==> src/rtl/arb_pkg.sv <==
// arb_pkg: shared constants and FSM state type for the weighted round-robin arbiter
package arb_pkg;
    localparam int NUM_OF_CORES = 4;
    localparam int ARB_NUM_REQ  = NUM_OF_CORES;
    localparam int ARB_WEIGHT_W = 4;
    typedef enum logic {IDLE, BUSY} arb_state_e;
endpackage

==> src/rtl/arb_rr_pick.sv <==
// arb_rr_pick: lowest set request above last_id, falling back to lowest set request overall
module arb_rr_pick
    import arb_pkg::*;
#(
    parameter int NUM_REQ = ARB_NUM_REQ,
    parameter int ID_W    = $clog2(NUM_REQ)
) (
    input  logic [NUM_REQ-1:0] req,
    input  logic [ID_W-1:0]    last_id,
    output logic [NUM_REQ-1:0] pick,
    output logic [ID_W-1:0]    pick_id,
    output logic               found
);
    logic [NUM_REQ-1:0] masked;
    logic [NUM_REQ-1:0] src;
    // mask out requesters at or below the previous winner, then isolate the lowest set bit
    always_comb begin
        masked = '0;
        for (int i = 0; i < NUM_REQ; i++) masked[i] = req[i] && (i > int'(last_id));
        src = (|masked) ? masked : req;
        pick = src & (~src + NUM_REQ'(1));
        pick_id = '0;
        for (int i = NUM_REQ - 1; i >= 0; i--) if (src[i]) pick_id = ID_W'(i);
        found = |req;
    end
endmodule

==> src/rtl/arbiter_wrr.sv <==
// arbiter_wrr: weighted work-conserving round-robin arbiter with burst hold; ARB_WRR_WEIGHT_EN enables per-requester burst quotas
module arbiter_wrr
    import arb_pkg::*;
#(
    parameter int NUM_REQ  = ARB_NUM_REQ,
    parameter int WEIGHT_W = ARB_WEIGHT_W,
    parameter int ID_W     = $clog2(NUM_REQ)
) (
    input  logic                         clk,
    input  logic                         reset,
    input  logic [NUM_REQ-1:0]           req,
    input  logic [NUM_REQ*WEIGHT_W-1:0]  weight,
    input  logic                         gnt_ready,
    output logic [NUM_REQ-1:0]           gnt,
    output logic [ID_W-1:0]              gnt_id,
    output logic                         gnt_valid,
    output logic                         gnt_last
);
    arb_state_e           state, state_n;
    logic [ID_W-1:0]      last_id, last_id_n, pick_last, pick_id, gnt_id_n;
    logic [WEIGHT_W-1:0]  credit, credit_n, quota;
    logic [NUM_REQ-1:0]   pick, gnt_n;
    logic                 found, xfer, rel, load;

    assign pick_last = (state == BUSY) ? gnt_id : last_id;

    arb_rr_pick #(.NUM_REQ(NUM_REQ), .ID_W(ID_W)) u_pick (
        .req     (req),
        .last_id (pick_last),
        .pick    (pick),
        .pick_id (pick_id),
        .found   (found)
    );

`ifdef ARB_WRR_WEIGHT_EN
    logic [NUM_REQ-1:0][WEIGHT_W-1:0] wv;
    logic [WEIGHT_W-1:0]              wsel;
    assign wv    = weight;
    assign wsel  = wv[pick_id];
    assign quota = (wsel == '0) ? WEIGHT_W'(1) : wsel;
`else
    logic unused_weight;
    assign unused_weight = ^weight;
    assign quota = WEIGHT_W'(1);
`endif

    // state, priority pointer, credit and grant registers
    always_ff @(posedge clk) begin
        if (reset) begin
            state   <= IDLE;
            last_id <= ID_W'(NUM_REQ - 1);
            credit  <= '0;
            gnt     <= '0;
            gnt_id  <= '0;
        end else begin
            state   <= state_n;
            last_id <= last_id_n;
            credit  <= credit_n;
            gnt     <= gnt_n;
            gnt_id  <= gnt_id_n;
        end
    end

    // release on final accepted transfer or dropped request; re-pick in the same cycle
    always_comb begin
        xfer      = gnt_valid && gnt_ready;
        rel       = (state == BUSY) && ((xfer && credit == WEIGHT_W'(1)) || !req[gnt_id]);
        load      = ((state == IDLE) || rel) && found;
        state_n   = load ? BUSY : (rel ? IDLE : state);
        last_id_n = rel ? gnt_id : last_id;
        gnt_n     = load ? pick : (rel ? '0 : gnt);
        gnt_id_n  = load ? pick_id : (rel ? '0 : gnt_id);
        credit_n  = load ? quota : (rel ? '0 : (xfer ? credit - WEIGHT_W'(1) : credit));
    end

    // outputs derived only from registers
    always_comb begin
        gnt_valid = |gnt;
        gnt_last  = gnt_valid && (credit == WEIGHT_W'(1));
    end
endmodule
==> config.mk <==
export PLATFORM = sky130hd
export DESIGN_NAME = arbiter_wrr
export DESIGN_NICKNAME = d
export VERILOG_FILES = /design/src/rtl/arb_pkg.sv /design/src/rtl/arb_rr_pick.sv /design/src/rtl/arbiter_wrr.sv
export SDC_FILE = /design/constraint.sdc
export NUM_CORES = 1
export LEC_CHECK = 0
export ABC_AREA = 1
export CORE_MARGIN = 8
export CORE_UTILIZATION = 43
export CTS_CLUSTER_DIAMETER = 50
export DETAILED_ROUTE_END_ITERATION = 8
export GPL_ROUTABILITY_DRIVEN = 1
export PLACE_DENSITY = 0.82
export REMOVE_ABC_BUFFERS = 1
export SLEW_MARGIN = 20
export SYNTH_ARGS = -nofsm -noshare
export SYNTH_HDL_FRONTEND = slang
export SYNTH_SLANG_ARGS = --single-unit
==> constraint.sdc <==
create_clock -name clk -period 2 [get_ports clk]
set_clock_uncertainty 0.1 [all_clocks]
set_input_delay 0.2 -clock clk [delete_from_list [all_inputs] [get_ports clk]]
set_output_delay 0.2 -clock clk [all_outputs]
set_load 0.005 [all_outputs]
## After elaboration in Yosys (flattened, before gate mapping)

Cells that the tools add are included.

- Bits in registers: 13
- Input bits: 23
- Output and inout bits: 8
- Logic and storage cells: 50

- $add $sub $neg: 2
- $lt $le $gt $ge: 4
- Equality and inequality tests: 1
- Multiplexer cells: 17
- Bitwise operators: 3
- Reduce and logical (&&, ||, !) cells: 17

Operator list:

| cell | count |
|---|---|
| 2-bit two-way mux | 7 |
| 4-bit two-way mux | 3 |
| 1-bit logical AND | 8 |
| 4-bit OR reduction | 2 |
| 1-bit two-way mux | 6 |
| 3-bit OR reduction | 2 |
| 4-bit by 1-bit adder with 4-bit output (second input constant) | 1 |
| 4-bit bitwise AND | 1 |
| 4-bit by 1-bit equality test with 1-bit output (second input constant) | 1 |
| 2-bit > comparator (first input constant) | 2 |
| 4-bit NOT | 1 |
| 4-bit by 1-bit subtractor with 4-bit output (second input constant) | 1 |
| 2-bit by 3-bit less-than comparator with 1-bit output (second input constant) | 1 |
| 3-bit nonzero test | 1 |
| 1-bit binary-select mux with 2-bit select | 1 |
| 1-bit by 2-bit > comparator with 1-bit output (first input constant) | 1 |
| 1-bit logical OR | 2 |
| 2-bit nonzero test | 1 |
| 1-bit logical NOT | 1 |
| 1-bit NOT | 1 |

## Logic depth before layout (Yosys ltp)

Gate-level depths: netlist of run 1.

- Depth after elaboration: 10
- Mapped depth: 11

## Cells and area by module

From an unflattened synthesis of run 1, not the netlist that was laid out.

- Cell total of the unflattened synthesis: 117
- Area total of the unflattened synthesis: 835.8 um^2

Modules (own cells, without submodules):

| module | times used | cells each | area an instance (um^2) | sequential area each (um^2) |
|---|---|---|---|---|
| arbiter_wrr | 1 | 94 | 713.2 | 260.2 |
| arb_rr_pick | 1 | 23 | 122.6 | 0.0 |

## Least setup slack after synthesis of run 1

OpenSTA, ideal clock, no wires.

- Kind: register to register
- From: register credit[1]
- To: register credit[2]
- Arrival: 1.251 ns
- Data required time: 1.827 ns
- Slack: 0.576 ns
- Stages on the path, launching flop included: 12
- Path buffers: 0
- Clock period less this slack: 1.424 ns
- Cells stage by stage: dfxtp_1 -> inv_1 -> ha_1 -> nand2_1 -> nor2_1 -> nand3_1 -> nand3_2 -> nand2_4 -> inv_4 -> nor2_8 -> inv_4 -> nor3_2

- Cells in the longest elaborated chain, start to end: 7
- Elaborated cells on any way between the ends: 8
- Those cells by class: add/sub (1); eq/ne (1); reduce/logical (6)

Ends and longest elaborated chain:

| what | line | text |
|---|---|---|
| start, declared | arbiter_wrr.sv:21 | `logic [WEIGHT_W-1:0] credit, credit_n, quota;` |
| start signal, assigned | arbiter_wrr.sv:58 | `credit <= credit_n;` |
| 4-bit by 1-bit equality test with 1-bit output | arbiter_wrr.sv:67 | `rel = (state == BUSY) && ((xfer && credit == WEIGHT_W'(1)) \|\| !req[gnt_id]);` |
| 1-bit logical AND | arbiter_wrr.sv:67 |  |
| 1-bit logical OR | arbiter_wrr.sv:67 |  |
| 1-bit logical AND | arbiter_wrr.sv:67 |  |
| 1-bit logical OR | arbiter_wrr.sv:68 | `load = ((state == IDLE) \|\| rel) && found;` |
| 1-bit logical AND | arbiter_wrr.sv:68 |  |
| 3-bit OR reduction (no source line) | -- |  |

Parallel ways exist; a longest one is shown, timed or not.
A chain may end at the register's enable or synchronous reset.

## Worst setup path after layout of run 1

- From: register credit[1]
- To: output gnt_last

- Cells in the longest elaborated chain, start to end: 2

Ends and longest elaborated chain:

| what | line | text |
|---|---|---|
| 4-bit by 1-bit equality test with 1-bit output | arbiter_wrr.sv:79 | `gnt_last = gnt_valid && (credit == WEIGHT_W'(1));` |
| 1-bit logical AND | arbiter_wrr.sv:79 |  |
| end, declared | arbiter_wrr.sv:17 | `output logic gnt_last` |

No other way between the ends.

==> reports/qor.yml, run 1 <==
dieArea_um2: 3550
grt_usage: 0.109
cp-end-kind: "output pin"
multi_input_area_um2: 469
r2r_cells: 11
wire_per_inst_um: 10.5
fill_cells: 170
syn-mean-instance-area_um2: 6.92
dp_hpwl_um: 1380
min_to: "gnt[3]$_SDFFE_PP0P_"
antenna_found_initial: 0
clock_latency_ns: 0.27
required_ns: 1.70
cts_buffers: 3
finalCriticalPeriod_ns: 1.85
grt_pass1_wl_um: 3030
root_buffer: "clkbuf_4"
cts_tree: "done"
max-vdd-ir-drop_uv: 565
synth_seq_cells: 13
tns_ns: 0
coreArea_um2: 1760
cts.sinks: 13
drc: 0
pin_count: 31
setup_viol: 0
period_share: 0.923
clk_pin_slew_ns: 0.08
synth-async-reset-ratio: 0
min_path_type: "reg2reg"
critPathKind: "reg2out"
nets: 162
holdPathStages: 2
synth_cell_types: 25
die_y_um: 59.6
most-common-layout-cells: "nand2_1, inv_1, clkdlybuf4s50_1"
fmax_ghz: 0.542
synthFlopType: "dfxtp_1"
syn_inst: 118
grt_pass1_vias: 734
drv_slew: 0
clock_path_buffers: 2
std_cell_rows: 15
synthToLayoutAreaGrowth_pct: 24.2
io_buffers: 14
finish.utilization: 0.575
ys_top_cells_by_area: "dfxtp_1, nand2_1, nand3_1, inv_1, nand2_4"
drtIter0Drc: 13
min_from: "gnt[3]$_SDFFE_PP0P_"
start_util: 0.463
synth.largest_area_cell: "dfxtp_1"
worst_ep_arrival_time_ns: 1.55
drive_above_1_share: 0.176
start_kind: "flop"
die_x_um: 59.6
ant_nets: 0
yosysWarnings: 0
n_antenna_cell: 0
r2r_end: "credit[2]$_SDFFE_PP0P_"
r2r_slack_ns: 0.42
firstDrtPassIters: 4
gr-total-overflow: 0
outcome: "complete, no violations"
r2r-start: "credit[1]$_SDFFE_PP0P_"
hold_viol: 0
routed_wl_um: 1690
postCtsHoldBufs: 0
synth-edff-count: 0
max-slew-margin-rel: 0.796
grt_start_max_net_pins: 8
final_common_cell: "nand2_1"
rsz0062_at_grt: "false"
crit_fanout: 3
cts_resized: 0
htree_levels: 1
syn_area_um2: 817
p_per_area_nw_per_um2: 727
post_cts_buffers: 0
drt-vias-per-instance: 4.75
gp_congestion: 0.840
synth_seq_area_share: 0.319
register_area_um2: 260
yosys.area.top_type_share: 0.319
p_leak_nw: 0.510
via_count: 764
worst_pin_slew_ns: 0.304
max-cap-violations: 0
==> final cells by class <==
type | instances | area share
repair buffers | 14 | 0.138
multi-input cells | 83 | 0.462
well taps | 25 | 0.0308
flip-flops and latches | 13 | 0.256
inverters | 22 | 0.0863
clock buffers | 4 | 0.0259
==> synthesized netlist by cell type, types with 2 or more instances <==
cell type and number:
nand4_1 3, dfxtp_1 13, inv_1 17, nand2_4 3
a21oi_1 3, nand3_1 13, nor2_1 5, nand3_2 2
ha_1 2, inv_4 2, nand2_2 5, nand2_1 34
inv_2 3, xor2_1 2
==> stage by stage <==
| step | power [mW] | setup slack [ns] | instance area (um2) | hold slack, ns | cells |
|---|---|---|---|---|---|
| after floorplan | 0.493 | 0.576 | 817 | 0.169 | 118 |
| after global placement | 0.578 | 0.254 | 988 | 0.353 | 157 |
| after detailed placement | 0.586 | 0.217 | 988 | 0.370 | 157 |
| after CTS | 0.745 | 0.121 | 1010 | 0.381 | 161 |
| after global routing | 0.799 | 0.000245 | 1010 | 0.412 | 161 |
| final | 0.738 | 0.154 | 1010 | 0.378 | 161 |
==> sequential cells by signal, summed over array words and instances (netlist names) <==
signal and count:
credit 4, state 1, gnt_id 2, gnt 4, last_id 2
==> layer usage <==
metal | vias up | global-route usage | share of wire
met5 | - | 0 | 0
met4 | 0 | 0.0272 | 0.0059
met3 | 2 | 0.0390 | 0.067
met2 | 15 | 0.180 | 0.47
met1 | 341 | 0.129 | 0.46
li1 | 406 | - | -
==> logic make-up after synthesis <==
| family | Yosys count | synth area share |
|---|---|---|
| AOI/OAI and AO/OA | 6 | 0.0444 |
| xor gates and xnor gates | 2 | 0.0214 |
| DFF | 13 | 0.319 |
| and+or+nand+nor | 73 | 0.478 |
| buffers and inverters | 22 | 0.107 |
| adders and majority gates | 2 | 0.0306 |
==> power by group <==
part | switching [mW] | leakage (nW) | total, mW | internal (mW)
clock network | 0.0815 | 0.0150 | 0.159 | 0.0772
registers | 0.0260 | 0.107 | 0.310 | 0.284
logic | 0.151 | 0.388 | 0.269 | 0.118
total | 0.258 | 0.510 | 0.738 | 0.479
==> worst max-delay path by stage <==
stage                                      start                      to  cells past startpoint
after floorplan           credit[1]$_SDFFE_PP0P_  credit[2]$_SDFFE_PP0P_                     11
after global placement                    req[3]  credit[2]$_SDFFE_PP0P_                     11
after detailed placement                  req[3]  credit[2]$_SDFFE_PP0P_                     11
after CTS                 credit[1]$_SDFFE_PP0P_                gnt_last                      5
after global routing      credit[1]$_SDFFE_PP0P_                gnt_last                      5
final                     credit[1]$_SDFFE_PP0P_                gnt_last                      5
==> critical path, stage by stage, from the launching register on <==
cell and delay (ns):
dfxtp_1 0.32, inv_1 0.07, ha_1 0.13, nand2_1 0.06
nor3b_1 0.16, clkdlybuf4s50_1 0.53
Note: power is estimated with default switching activity, not from simulation.
==> run 2: changes to the inputs <==
--- a/config.mk
+++ b/config.mk
@@ -10,7 +10,6 @@
 export CORE_UTILIZATION = 43
 export CTS_CLUSTER_DIAMETER = 50
 export DETAILED_ROUTE_END_ITERATION = 8
-export GPL_ROUTABILITY_DRIVEN = 1
 export PLACE_DENSITY = 0.82
 export REMOVE_ABC_BUFFERS = 1
 export SLEW_MARGIN = 20
==> results of run 2 <==
Final layout, timing and power as in run 1 (identical DEF).
==> run 3: changes to the inputs <==
--- a/config.mk
+++ b/config.mk
@@ -6,6 +6,7 @@
 export NUM_CORES = 1
 export LEC_CHECK = 0
 export ABC_AREA = 1
+export CORE_ASPECT_RATIO = 0.8
 export CORE_MARGIN = 8
 export CORE_UTILIZATION = 43
 export CTS_CLUSTER_DIAMETER = 50
==> run 3 against run 2 <==
Against the previous run:
- flip-flop and latch count unchanged
- sequential power about the same
- routed wire length increased by 7.0%
- setup slack improved by 0.21 ns
- sequential share of layout area about the same
- fmax increased by 13%
==> reports/qor.yml, run 3 (synthesis results as in run 1) <==
outcome: "complete, no violations"  # unchanged
routed_wl_um: 1810  # was 1690 um
antenna_found_initial: 0  # unchanged
final_common_cell: "nand2_1"  # unchanged
drtIter0Drc: 25  # was 13
die_y_um: 55.0  # was 59.6 um
finalCriticalPeriod_ns: 1.64  # was 1.85 ns
rsz0062_at_grt: "false"  # unchanged
hold_viol: 0  # unchanged
top_regs: "credit (4), gnt (4)"  # unchanged
grt_pass1_vias: 762  # was 734
layout.cells.non_filler: 160  # was 161
max-vdd-ir-drop_uv: 491  # was 565 uV
io_buffers: 14  # unchanged
required_ns: 2.11  # was 1.70 ns
setup_ws_ns: 0.361  # was 0.154 ns
die_x_um: 64.7  # was 59.6 um
setup_viol: 0  # unchanged
p_per_area_nw_per_um2: 734  # was 727 nW/um2
placed_cells: 156  # was 157
worst_pin_slew_ns: 0.349  # was 0.304 ns
root_buffer: "clkbuf_4"  # unchanged
grt_start_max_net_pins: 8  # unchanged
dp_hpwl_um: 1480  # was 1380 um
wire_per_inst_um: 11.3  # was 10.5 um
place_area_um2: 987  # was 988 um2
post_cts_buffers: 0  # unchanged
power_mw: 0.746  # was 0.738 mW
ant_nets: 0  # unchanged
grt_pass1_wl_um: 3180  # was 3030 um
period_share: 0.820  # was 0.923
grt_usage: 0.115  # was 0.109
cp_cell_sequence: "inv_1, ha_1, nand2_1, nor2_1, nand3_1, nand3_2, nand2_4, inv_4, nor2_8, inv_4, nor3_2"  # was inv_1, ha_1, nand2_1, nor3b_1, clkdlybuf4s50_1
timing.critical_path.mode_cell: "inv_4"
cts_buffers: 3  # unchanged
start_util: 0.444  # was 0.463
max-slew-margin-rel: 0.765  # was 0.796
crit_start: "credit[1]$_SDFFE_PP0P_"  # unchanged
start_kind: "flop"  # unchanged
min_from: "gnt[3]$_SDFFE_PP0P_"  # unchanged
via_count: 782  # was 764
htree_levels: 1  # unchanged
max-cap-violations: 0  # unchanged
r2r-start: "credit[1]$_SDFFE_PP0P_"  # unchanged
worst_ep_arrival_time_ns: 1.75  # was 1.55 ns
drt-vias-per-instance: 4.89  # was 4.75
final_area_um2: 1020  # was 1010 um2
clk_pin_slew_ns: 0.08  # about the same
pin_count: 31  # unchanged
firstDrtPassIters: 4  # unchanged
max_stage_delay_ns: 0.37  # was 0.53 ns
cts.sinks: 13  # unchanged
crit_fanout: 6  # was 3
drc: 0  # unchanged
cts_resized: 0  # unchanged
dieArea_um2: 3560  # was 3550 um2
drive_above_1_share: 0.176  # unchanged
n_antenna_cell: 0  # unchanged
tns_ns: 0  # unchanged
min_path_type: "reg2reg"  # unchanged
p_leak_nw: 0.526  # was 0.510 nW
nets: 162  # unchanged
cp_slowest_cell: "dfxtp_1"  # was clkdlybuf4s50_1
std_cell_rows: 14  # was 15
cp-end-kind: "flop"  # was output pin
critPathKind: "reg2reg"  # was reg2out
clock_latency_ns: 0.27  # about the same
synthToLayoutAreaGrowth_pct: 24.3  # was 24.2%
place_ws_ns: 0.180  # was 0.217 ns
cts_tree: "done"  # unchanged
clock_path_buffers: 2  # unchanged
postCtsHoldBufs: 0  # unchanged
gr-total-overflow: 0  # unchanged
drv_slew: 0  # unchanged
most-common-layout-cells: "nand2_1, inv_1, nand3_1, dfxtp_1, clkdlybuf4s50_1"  # was nand2_1, inv_1, clkdlybuf4s50_1
coreArea_um2: 1840  # was 1760 um2
gp_congestion: 0.787  # was 0.840
fmax_ghz: 0.610  # was 0.542 GHz
fill_cells: 171  # was 170
-- run 3: area by class of cell --
type | instances | area (um2) | area share
clock buffers | 4 | 26.3 | 0.0259
inverters | 22 | 87.6 | 0.0862
multi-input cells | 83 | 469 | 0.462
flip-flops and latches | 13 | 260 | 0.256
well taps | 24 | 30.0 | 0.0296
repair buffers | 14 | 143 | 0.140
-- run 3: final timing paths --
check | end | slack (ns) | cells after the start
hold / removal | gnt[3]$_SDFFE_PP0P_ | 0.38 | 2
setup reg to reg | credit[2]$_SDFFE_PP0P_ | 0.36 | 11
hold reg to reg | gnt[3]$_SDFFE_PP0P_ | 0.38 | 2
setup / recovery | credit[2]$_SDFFE_PP0P_ | 0.36 | 11
-- run 3: layer usage --
layer  global-route usage  share of wire  vias to the layer above
li1                     -              -                      409
met3               0.0382          0.066                        6
met4               0.0542          0.024                        0
met1                0.117           0.42                      349
met2                0.216           0.48                       18
met5                    0              0                        -
-- run 3: critical path, delay by kind of cell (launching register included) --
| family | cells | cell delay, ns |
|---|---|---|
| simple gates | 7 | 0.69 |
| fa+ha+maj | 1 | 0.19 |
| buf+inv | 3 | 0.21 |
| flops | 1 | 0.37 |
-- run 3: metrics by stage --
stage	utilization	hold slack [ns]
after floorplan	-	0.169
after global placement	0.537	0.356
after detailed placement	0.537	0.358
after CTS	0.551	0.375
after global routing	0.552	0.400
final	0.552	0.377
-- run 3: report_power, final --
group          internal (mW)  switching (mW)  total, mW
Sequential             0.284          0.0276      0.312
Combinational          0.117           0.154      0.271
Clock                 0.0773          0.0858      0.163
